<file path="src/rtl/cnn_pkg.sv">
// Shared CNN datapath package: MAC defaults plus a round/shift/saturate helper
// reused by the MAC, pooling and requantisation blocks.
package cnn_pkg;

  localparam int MAC_DATA_W    = 16;
  localparam int MAC_ACC_W     = 40;
  localparam int MAC_LANES     = 4;
  localparam int MAC_FRAC_BITS = 8;
  // Working width of sat_round; callers sign-extend into it, so ACC_W must stay below it.
  localparam int SAT_CALC_W    = 64;

  typedef struct packed {
    logic signed [SAT_CALC_W-1:0] value;
    logic                         sat;
  } sat_res_t;

  // Round half up, arithmetic shift by frac, clamp to a signed data_w range.
  function automatic sat_res_t sat_round(input logic signed [SAT_CALC_W-1:0] val,
                                         input int frac,
                                         input int data_w);
    sat_res_t r;
    logic signed [SAT_CALC_W-1:0] rounded;
    logic signed [SAT_CALC_W-1:0] max_v;
    logic signed [SAT_CALC_W-1:0] min_v;
    if (frac > 0) begin
      rounded = (val + (64'sd1 <<< (frac - 1))) >>> frac;
    end else begin
      rounded = val;
    end
    max_v = (64'sd1 <<< (data_w - 1)) - 64'sd1;
    min_v = -(64'sd1 <<< (data_w - 1));
    if (rounded > max_v) begin
      r.value = max_v;
      r.sat   = 1'b1;
    end else if (rounded < min_v) begin
      r.value = min_v;
      r.sat   = 1'b1;
    end else begin
      r.value = rounded;
      r.sat   = 1'b0;
    end
    return r;
  endfunction

endpackage

</file>
<file path="src/rtl/mac_lane_accum_if.sv">
// Input beat and output result streams of the MAC lane accumulator.
interface mac_lane_accum_if
  import cnn_pkg::*;
#(
  parameter int LANES  = MAC_LANES,
  parameter int DATA_W = MAC_DATA_W
);
  logic                    in_valid;
  logic                    in_ready;
  logic                    in_last;
  logic [LANES*DATA_W-1:0] in_act;
  logic [LANES*DATA_W-1:0] in_wgt;
  logic [LANES*DATA_W-1:0] in_bias;
  logic                    out_valid;
  logic                    out_ready;
  logic [LANES*DATA_W-1:0] out_data;

  modport master (
    output in_valid, in_last, in_act, in_wgt, in_bias, out_ready,
    input  in_ready, out_valid, out_data
  );

  modport slave (
    input  in_valid, in_last, in_act, in_wgt, in_bias, out_ready,
    output in_ready, out_valid, out_data
  );
endinterface

</file>
<file path="src/rtl/mac_lane.sv">
// One MAC lane: S1 product/bias capture, S2 accumulate and rounded/saturated result.
module mac_lane
  import cnn_pkg::*;
#(
  parameter int DATA_W    = MAC_DATA_W,
  parameter int ACC_W     = MAC_ACC_W,
  parameter int FRAC_BITS = MAC_FRAC_BITS
) (
  input  logic              clk,
  input  logic              rst,
  input  logic              advance,
  input  logic              accept,
  input  logic              s1_valid,
  input  logic              s1_last,
  input  logic              s1_first,
  input  logic              s1_relu,
  input  logic [DATA_W-1:0] act,
  input  logic [DATA_W-1:0] wgt,
  input  logic [DATA_W-1:0] bias,
  output logic [DATA_W-1:0] res,
  output logic              sat
);
  logic signed [2*DATA_W-1:0] act_x, wgt_x, prod_full;
  logic signed [ACC_W-1:0]    bias_x, sum;
  logic signed [ACC_W-1:0]    prod_q, prod_d, bias_sh_q, bias_sh_d, acc_q, acc_d;
  logic [DATA_W-1:0]          res_q, res_d;
  logic                       sat_q, sat_d;
  sat_res_t                   post;

  // Next-state for both pipeline stages of this lane.
  always_comb begin
    act_x     = (2*DATA_W)'($signed(act));
    wgt_x     = (2*DATA_W)'($signed(wgt));
    prod_full = act_x * wgt_x;
    bias_x    = ACC_W'($signed(bias));
    sum       = (s1_first ? bias_sh_q : acc_q) + prod_q;
    post      = sat_round(SAT_CALC_W'(sum), FRAC_BITS, DATA_W);
    prod_d    = prod_q;
    bias_sh_d = bias_sh_q;
    acc_d     = acc_q;
    res_d     = res_q;
    sat_d     = sat_q;
    if (advance && accept) begin
      prod_d    = ACC_W'(prod_full);
      bias_sh_d = bias_x <<< FRAC_BITS;
    end else begin
      prod_d    = prod_q;
      bias_sh_d = bias_sh_q;
    end
    if (advance && s1_valid) begin
      if (s1_last) begin
        acc_d = {ACC_W{1'b0}};
        // ReLU acts on the already saturated value; saturation is still flagged.
        if (s1_relu && post.value[SAT_CALC_W-1]) begin
          res_d = {DATA_W{1'b0}};
        end else begin
          res_d = DATA_W'(post.value);
        end
        sat_d = sat_q | post.sat;
      end else begin
        acc_d = sum;
      end
    end else begin
      acc_d = acc_q;
    end
  end

  // Lane state registers.
  always_ff @(posedge clk) begin
    if (rst) begin
      prod_q    <= {ACC_W{1'b0}};
      bias_sh_q <= {ACC_W{1'b0}};
      acc_q     <= {ACC_W{1'b0}};
      res_q     <= {DATA_W{1'b0}};
      sat_q     <= 1'b0;
    end else begin
      prod_q    <= prod_d;
      bias_sh_q <= bias_sh_d;
      acc_q     <= acc_d;
      res_q     <= res_d;
      sat_q     <= sat_d;
    end
  end

  assign res = res_q;
  assign sat = sat_q;
endmodule

</file>
<file path="src/rtl/mac_lane_accum.sv">
// Multi-lane pipelined signed fixed-point MAC with windowed accumulation;
// the top owns the shared handshake, window framing and stall control.
module mac_lane_accum
  import cnn_pkg::*;
#(
  parameter int DATA_W    = MAC_DATA_W,
  parameter int ACC_W     = MAC_ACC_W,
  parameter int LANES     = MAC_LANES,
  parameter int FRAC_BITS = MAC_FRAC_BITS
) (
  input  logic             clk,
  input  logic             rst,
  input  logic             ce,
  input  logic             relu_en,
  mac_lane_accum_if.slave  bus,
  output logic [LANES-1:0] sat_flag
);
  logic stall, accept, advance;
  logic s1_valid_q, s1_valid_d, s1_last_q, s1_last_d;
  logic s1_relu_q, s1_relu_d, s1_first_q, s1_first_d;
  logic first_q, first_d, out_valid_q, out_valid_d;
  logic [LANES*DATA_W-1:0] out_data;

  // Shared control: a stall freezes every register, including out_valid.
  always_comb begin
    stall       = !ce || (out_valid_q && !bus.out_ready);
    advance     = !stall;
    accept      = bus.in_valid && !stall && !rst;
    s1_valid_d  = s1_valid_q;
    s1_last_d   = s1_last_q;
    s1_relu_d   = s1_relu_q;
    s1_first_d  = s1_first_q;
    first_d     = first_q;
    out_valid_d = out_valid_q;
    if (!stall) begin
      s1_valid_d  = accept;
      out_valid_d = s1_valid_q && s1_last_q;
      if (accept) begin
        s1_last_d  = bus.in_last;
        s1_relu_d  = relu_en;
        s1_first_d = first_q;
        first_d    = bus.in_last;
      end else begin
        s1_last_d  = s1_last_q;
        s1_relu_d  = s1_relu_q;
        s1_first_d = s1_first_q;
        first_d    = first_q;
      end
    end else begin
      s1_valid_d  = s1_valid_q;
      out_valid_d = out_valid_q;
    end
  end

  // Control registers; reset arms the first-beat flag so the next beat adds bias.
  always_ff @(posedge clk) begin
    if (rst) begin
      s1_valid_q  <= 1'b0;
      s1_last_q   <= 1'b0;
      s1_relu_q   <= 1'b0;
      s1_first_q  <= 1'b0;
      first_q     <= 1'b1;
      out_valid_q <= 1'b0;
    end else begin
      s1_valid_q  <= s1_valid_d;
      s1_last_q   <= s1_last_d;
      s1_relu_q   <= s1_relu_d;
      s1_first_q  <= s1_first_d;
      first_q     <= first_d;
      out_valid_q <= out_valid_d;
    end
  end

  for (genvar i = 0; i < LANES; i++) begin : g_lane
    mac_lane #(
      .DATA_W   (DATA_W),
      .ACC_W    (ACC_W),
      .FRAC_BITS(FRAC_BITS)
    ) u_lane (
      .clk     (clk),
      .rst     (rst),
      .advance (advance),
      .accept  (accept),
      .s1_valid(s1_valid_q),
      .s1_last (s1_last_q),
      .s1_first(s1_first_q),
      .s1_relu (s1_relu_q),
      .act     (bus.in_act[i*DATA_W +: DATA_W]),
      .wgt     (bus.in_wgt[i*DATA_W +: DATA_W]),
      .bias    (bus.in_bias[i*DATA_W +: DATA_W]),
      .res     (out_data[i*DATA_W +: DATA_W]),
      .sat     (sat_flag[i])
    );
  end

  assign bus.in_ready  = !stall && !rst;
  assign bus.out_valid = out_valid_q;
  assign bus.out_data  = out_data;
endmodule

</file>
<file path="src/flat_wrapper.sv">
// flat-port wrapper written by rule: the top's interface ports become plain ports
module mac_lane_accum_flat import cnn_pkg::*;
#(
  parameter int DATA_W    = MAC_DATA_W,
  parameter int ACC_W     = MAC_ACC_W,
  parameter int LANES     = MAC_LANES,
  parameter int FRAC_BITS = MAC_FRAC_BITS
)
  (clk, rst, ce, relu_en, sat_flag, bus_in_valid, bus_in_last, bus_in_act, bus_in_wgt, bus_in_bias, bus_out_ready, bus_in_ready, bus_out_valid, bus_out_data);
  mac_lane_accum_if #(.LANES(LANES), .DATA_W(DATA_W)) bus_i ();
  input  logic clk;
  input  logic rst;
  input  logic ce;
  input  logic relu_en;
  output logic [LANES-1:0] sat_flag;
  input wire logic [$bits(bus_i.in_valid)-1:0] bus_in_valid;
  input wire logic [$bits(bus_i.in_last)-1:0] bus_in_last;
  input wire logic [$bits(bus_i.in_act)-1:0] bus_in_act;
  input wire logic [$bits(bus_i.in_wgt)-1:0] bus_in_wgt;
  input wire logic [$bits(bus_i.in_bias)-1:0] bus_in_bias;
  input wire logic [$bits(bus_i.out_ready)-1:0] bus_out_ready;
  output wire logic [$bits(bus_i.in_ready)-1:0] bus_in_ready;
  output wire logic [$bits(bus_i.out_valid)-1:0] bus_out_valid;
  output wire logic [$bits(bus_i.out_data)-1:0] bus_out_data;
  assign bus_i.in_valid = bus_in_valid;
  assign bus_i.in_last = bus_in_last;
  assign bus_i.in_act = bus_in_act;
  assign bus_i.in_wgt = bus_in_wgt;
  assign bus_i.in_bias = bus_in_bias;
  assign bus_i.out_ready = bus_out_ready;
  assign bus_in_ready = bus_i.in_ready;
  assign bus_out_valid = bus_i.out_valid;
  assign bus_out_data = bus_i.out_data;
  mac_lane_accum #(.DATA_W(DATA_W), .ACC_W(ACC_W), .LANES(LANES), .FRAC_BITS(FRAC_BITS)) u_core (.clk(clk), .rst(rst), .ce(ce), .relu_en(relu_en), .bus(bus_i), .sat_flag(sat_flag));
endmodule
</file>
<file path="config.mk">
export PLATFORM = sky130hd
export DESIGN_NAME = mac_lane_accum_flat
export DESIGN_NICKNAME = d
export VERILOG_FILES = /design/src/rtl/cnn_pkg.sv /design/src/rtl/mac_lane_accum_if.sv /design/src/rtl/mac_lane.sv /design/src/rtl/mac_lane_accum.sv /design/src/flat_wrapper.sv
export SDC_FILE = /design/constraint.sdc
export NUM_CORES = 2
export LEC_CHECK = 0
export CAP_MARGIN = 5
export CORE_MARGIN = 1.5
export CORE_UTILIZATION = 52
export CTS_BUF_LIST = sky130_fd_sc_hd__clkbuf_2
export CTS_CLUSTER_SIZE = 20
export DETAILED_ROUTE_END_ITERATION = 10
export HOLD_SLACK_MARGIN = 0.12
export PLACE_DENSITY = 0.7
export REMOVE_ABC_BUFFERS = 1
export SLEW_MARGIN = 20
export SYNTH_ARGS = -nofsm -noshare
export SYNTH_HDL_FRONTEND = slang
export SYNTH_SLANG_ARGS = --single-unit
</file>
<file path="constraint.sdc">
create_clock -name clk -period 10.11 [get_ports clk]
set_input_delay 1.5165 -clock clk [delete_from_list [all_inputs] [get_ports clk]]
set_output_delay 1.5165 -clock clk [all_outputs]
set_load 0.05 [all_outputs]
</file>
==> impl_metrics.env <==
export IMPL_gp_congestion=0.9415
export IMPL_async_flop_share=0
export IMPL_syn_area_sq_um=68990
export IMPL_comb_power_share=0.873
export IMPL_grtUsageTotal=0.2850
export IMPL_crit_type="in -> reg"
export IMPL_drive_gt1_frac=0.04784
export IMPL_clock_sinks=426
export IMPL_grt_pass1_vias=58080
export IMPL_clkPwrFrac=0.049
export IMPL_grt_max_degree=91
export IMPL_crit_fanout=16
export IMPL_cts_resized=0
export IMPL_synth_top_area_cell="fa_1"
export IMPL_yosysSeqAreaShare=0.1236
export IMPL_fillers=12120
export IMPL_p_switching_uw=13540
export IMPL_synthMuxAreaShare=0.01373
export IMPL_yosysMostFrequentCell="inv_1"
export IMPL_synth_edf_count=0
export IMPL_floorplan_die_area_sq_um=134900
export IMPL_finalClockSkew_ps=168.8
export IMPL_pwr_share_seq=0.078
export IMPL_max_freq_ghz=0.1205
export IMPL_detail_route_antenna_nets=0
export IMPL_rsz0062_at_grt="false"
export IMPL_outcome="completed"
export IMPL_crit_buf_inv=6
export IMPL_pin_count=269
export IMPL_setup_viol=0
export IMPL_ir_drop_mv=0.5605
export IMPL_slew_limit_headroom=0.2896
export IMPL_multiInputGateArea_sq_um=54270
export IMPL_remaining_drc_errors=0
export IMPL_cts_tree="yes"
export IMPL_p_sw_frac=0.5271
export IMPL_worst_ep_arrival_time_ps=9550
export IMPL_worstPathRequired_ps=11360
export IMPL_fin_crit_sh=0.8207
export IMPL_finalHoldViolCount=0
export IMPL_core_area_sq_um=131600
export IMPL_worstMarginPinSlew_ps=1049
export IMPL_max_clock_path_buffers=3
export IMPL_timing_final_crit_period_ps=8297
export IMPL_power_leakage_uw=0.03413
export IMPL_portBuffers=268
export IMPL_cts_buffers=115
export IMPL_synth_compound_area_share=0.1334
export IMPL_routed_wl_mm=190.9
export IMPL_cts_hold_buffers_added=0
export IMPL_cp_slowest_cell="clkdlybuf4s50_1"
export IMPL_clock_latency_ps=1490
export IMPL_firstDrtPassIters=5
export IMPL_maxCapViolCount=0
export IMPL_synth_area_per_cell_sq_um=8.468
export IMPL_grt_overflow=0
export IMPL_ys_seq_elements=426
export IMPL_start_util=0.5241
export IMPL_synthFlopType="dfxtp_1"
export IMPL_yosysWarnings=0
export IMPL_critPathLaunchType="primary input"
export IMPL_post_cts_buffers=0
export IMPL_first_iter_violations=3908
export IMPL_path_clk_slew_ps=100
export IMPL_synth_top_family_by_area="adder cells"
export IMPL_endpoint_kind="flop"
export IMPL_syn2layout_area_growth_pct=7.206
export IMPL_whs_ps=423.6
export IMPL_grt_pass1_wl_mm=310.7
export IMPL_via_per_inst=5.672
export IMPL_nets=9965
export IMPL_synthAdderAreaFrac=0.3945
export IMPL_floorplan_die_height_microns=367.2
export IMPL_max_stage_delay_ps=880
export IMPL_p_per_area_nw_per_um2=347.2
export IMPL_path_delay_family="adder cells"
export IMPL_yosys_top_cells_count="inv_1 (1269), fa_1 (1052), nand2_1 (967), ha_1 (492), nor2_1 (443)"
export IMPL_synthXorXnorAreaFrac=0.03948
export IMPL_ys_types=115
export IMPL_syn_inst=8147
export IMPL_synth_simple_gate_area_frac=0.2048
export IMPL_antenna_found_initial=5
export IMPL_num_rows=133
export IMPL_final_setup_tns_ps=0
export IMPL_hpwl_mm=150.4
export IMPL_yosysTopAreaCellShare=0.3053
export IMPL_synthTopCellsByArea="fa_1 (31%), dfxtp_1 (12%), ha_1 (8.9%)"
export IMPL_slew_violations=0
export IMPL_htreeDepth=3
export IMPL_seqCellArea_sq_um=8532
export IMPL_worst_path_most_repeated_cell="fa_1"
export IMPL_vias=57040
export IMPL_wire_per_inst_microns=18.98
export IMPL_die_w_microns=367.2
export IMPL_hp_class="reg -> reg"
export IMPL_root_buffer="clkbuf_2"
export IMPL_p_int_uw=12140
layer usage:
metal,vias to the layer above,track usage,routed length (microns)
li1,26780,-,-
met1,28200,0.3939,85670
met2,1737,0.4581,86870
met3,318,0.04577,13100
met4,6,0.08900,5255
met5,-,0,32
sequential cells by signal, summed over array words and instances (netlist names), 4 cells and up:
| name | count |
|---|---|
| u_core.g_lane.u_lane.acc_q | 160 |
| u_core.g_lane.u_lane.bias_sh_q | 64 |
| u_core.g_lane.u_lane.prod_q | 128 |
| u_core.g_lane.u_lane.res | 64 |
| u_core.g_lane.u_lane.sat | 4 |
tightest hold or removal path: stages, from the launching register on:
cell,delay [ps]
dfxtp_1,320
nand2_1,50
nand2_1,40
stage by stage:
stage / worst slack, ps / cells / instance area, sq um / total power, uW / util
3_3_place_gp: 530.3 / 9860 / 72950 / 23950 / 0.5542
4_1_cts: 2040 / 10050 / 73950 / 25750 / 0.5618
6_report: 1813 / 10060 / 73960 / 25680 / 0.5619
2_1_floorplan: 1024 / 7771 / 67510 / 19260 / -
5_1_grt: 1354 / 10060 / 73950 / 28860 / 0.5618
3_5_place_dp: 439.6 / 9860 / 72950 / 24250 / 0.5542
cell families after synthesis:
group                      after synthesis
xor gates and xnor gates               311
muxes                                   86
DFF                                    426
buffers and inverters                 1645
AOI/OAI and AO/OA                     1366
and+or+nand+nor                       2769
adders and majority gates             1544
power by group through the flow:
stage / combinational (uW) / clock (uW) / sequential [uW]
final: 22400 / 1270 / 2000
after global routing: 25500 / 1400 / 2010
after CTS: 22400 / 1320 / 2000
after detailed placement: 22200 / 0 / 2030
after global placement: 21900 / 0 / 2030
after floorplan: 17300 / 0 / 1990
layout make-up:
type / instances / share of cell area
clock buffer: 158 / 0.01069
antenna: 3 / 0.0001015
tap: 1755 / 0.02969
clock inverter: 36 / 0.002927
sequential: 426 / 0.1154
timing repair buffer: 334 / 0.04304
multi-input combinational: 6076 / 0.7338
inverter: 1269 / 0.06440
worst paths after layout:
path / endpoint / slack [ps] / depth (start not counted) / from
setup / recovery: u_core.g_lane[3].u_lane.prod_q[31]$_SDFFE_PP0P_ / 1810 / 26 / bus_in_wgt[52]
setup reg to reg: u_core.g_lane[3].u_lane.res[12]$_SDFFE_PP0P_ / 2310 / 22 / u_core.s1_first_q$_SDFFE_PP0P_
hold / removal: u_core.s1_first_q$_SDFFE_PP0P_ / 420 / 2 / u_core.first_q$_SDFFE_PP1P_
hold reg to reg: u_core.s1_first_q$_SDFFE_PP0P_ / 420 / 2 / u_core.first_q$_SDFFE_PP1P_
layout by cell type (no fill, tap or decap), drive strengths merged, types with 99 or more instances in the layout:
cell / instances
a21o: 123
a21oi: 306
a22oi: 129
and2: 435
clkbuf: 158
clkdlybuf4s50: 267
dfxtp: 426
fa: 1052
ha: 492
inv: 1272
nand2: 967
nand2b: 117
nand3: 99
nand3b: 192
nor2: 444
nor3: 121
o21ai: 318
xnor2: 219
No activity file was read; power rests on OpenSTA's default activity.
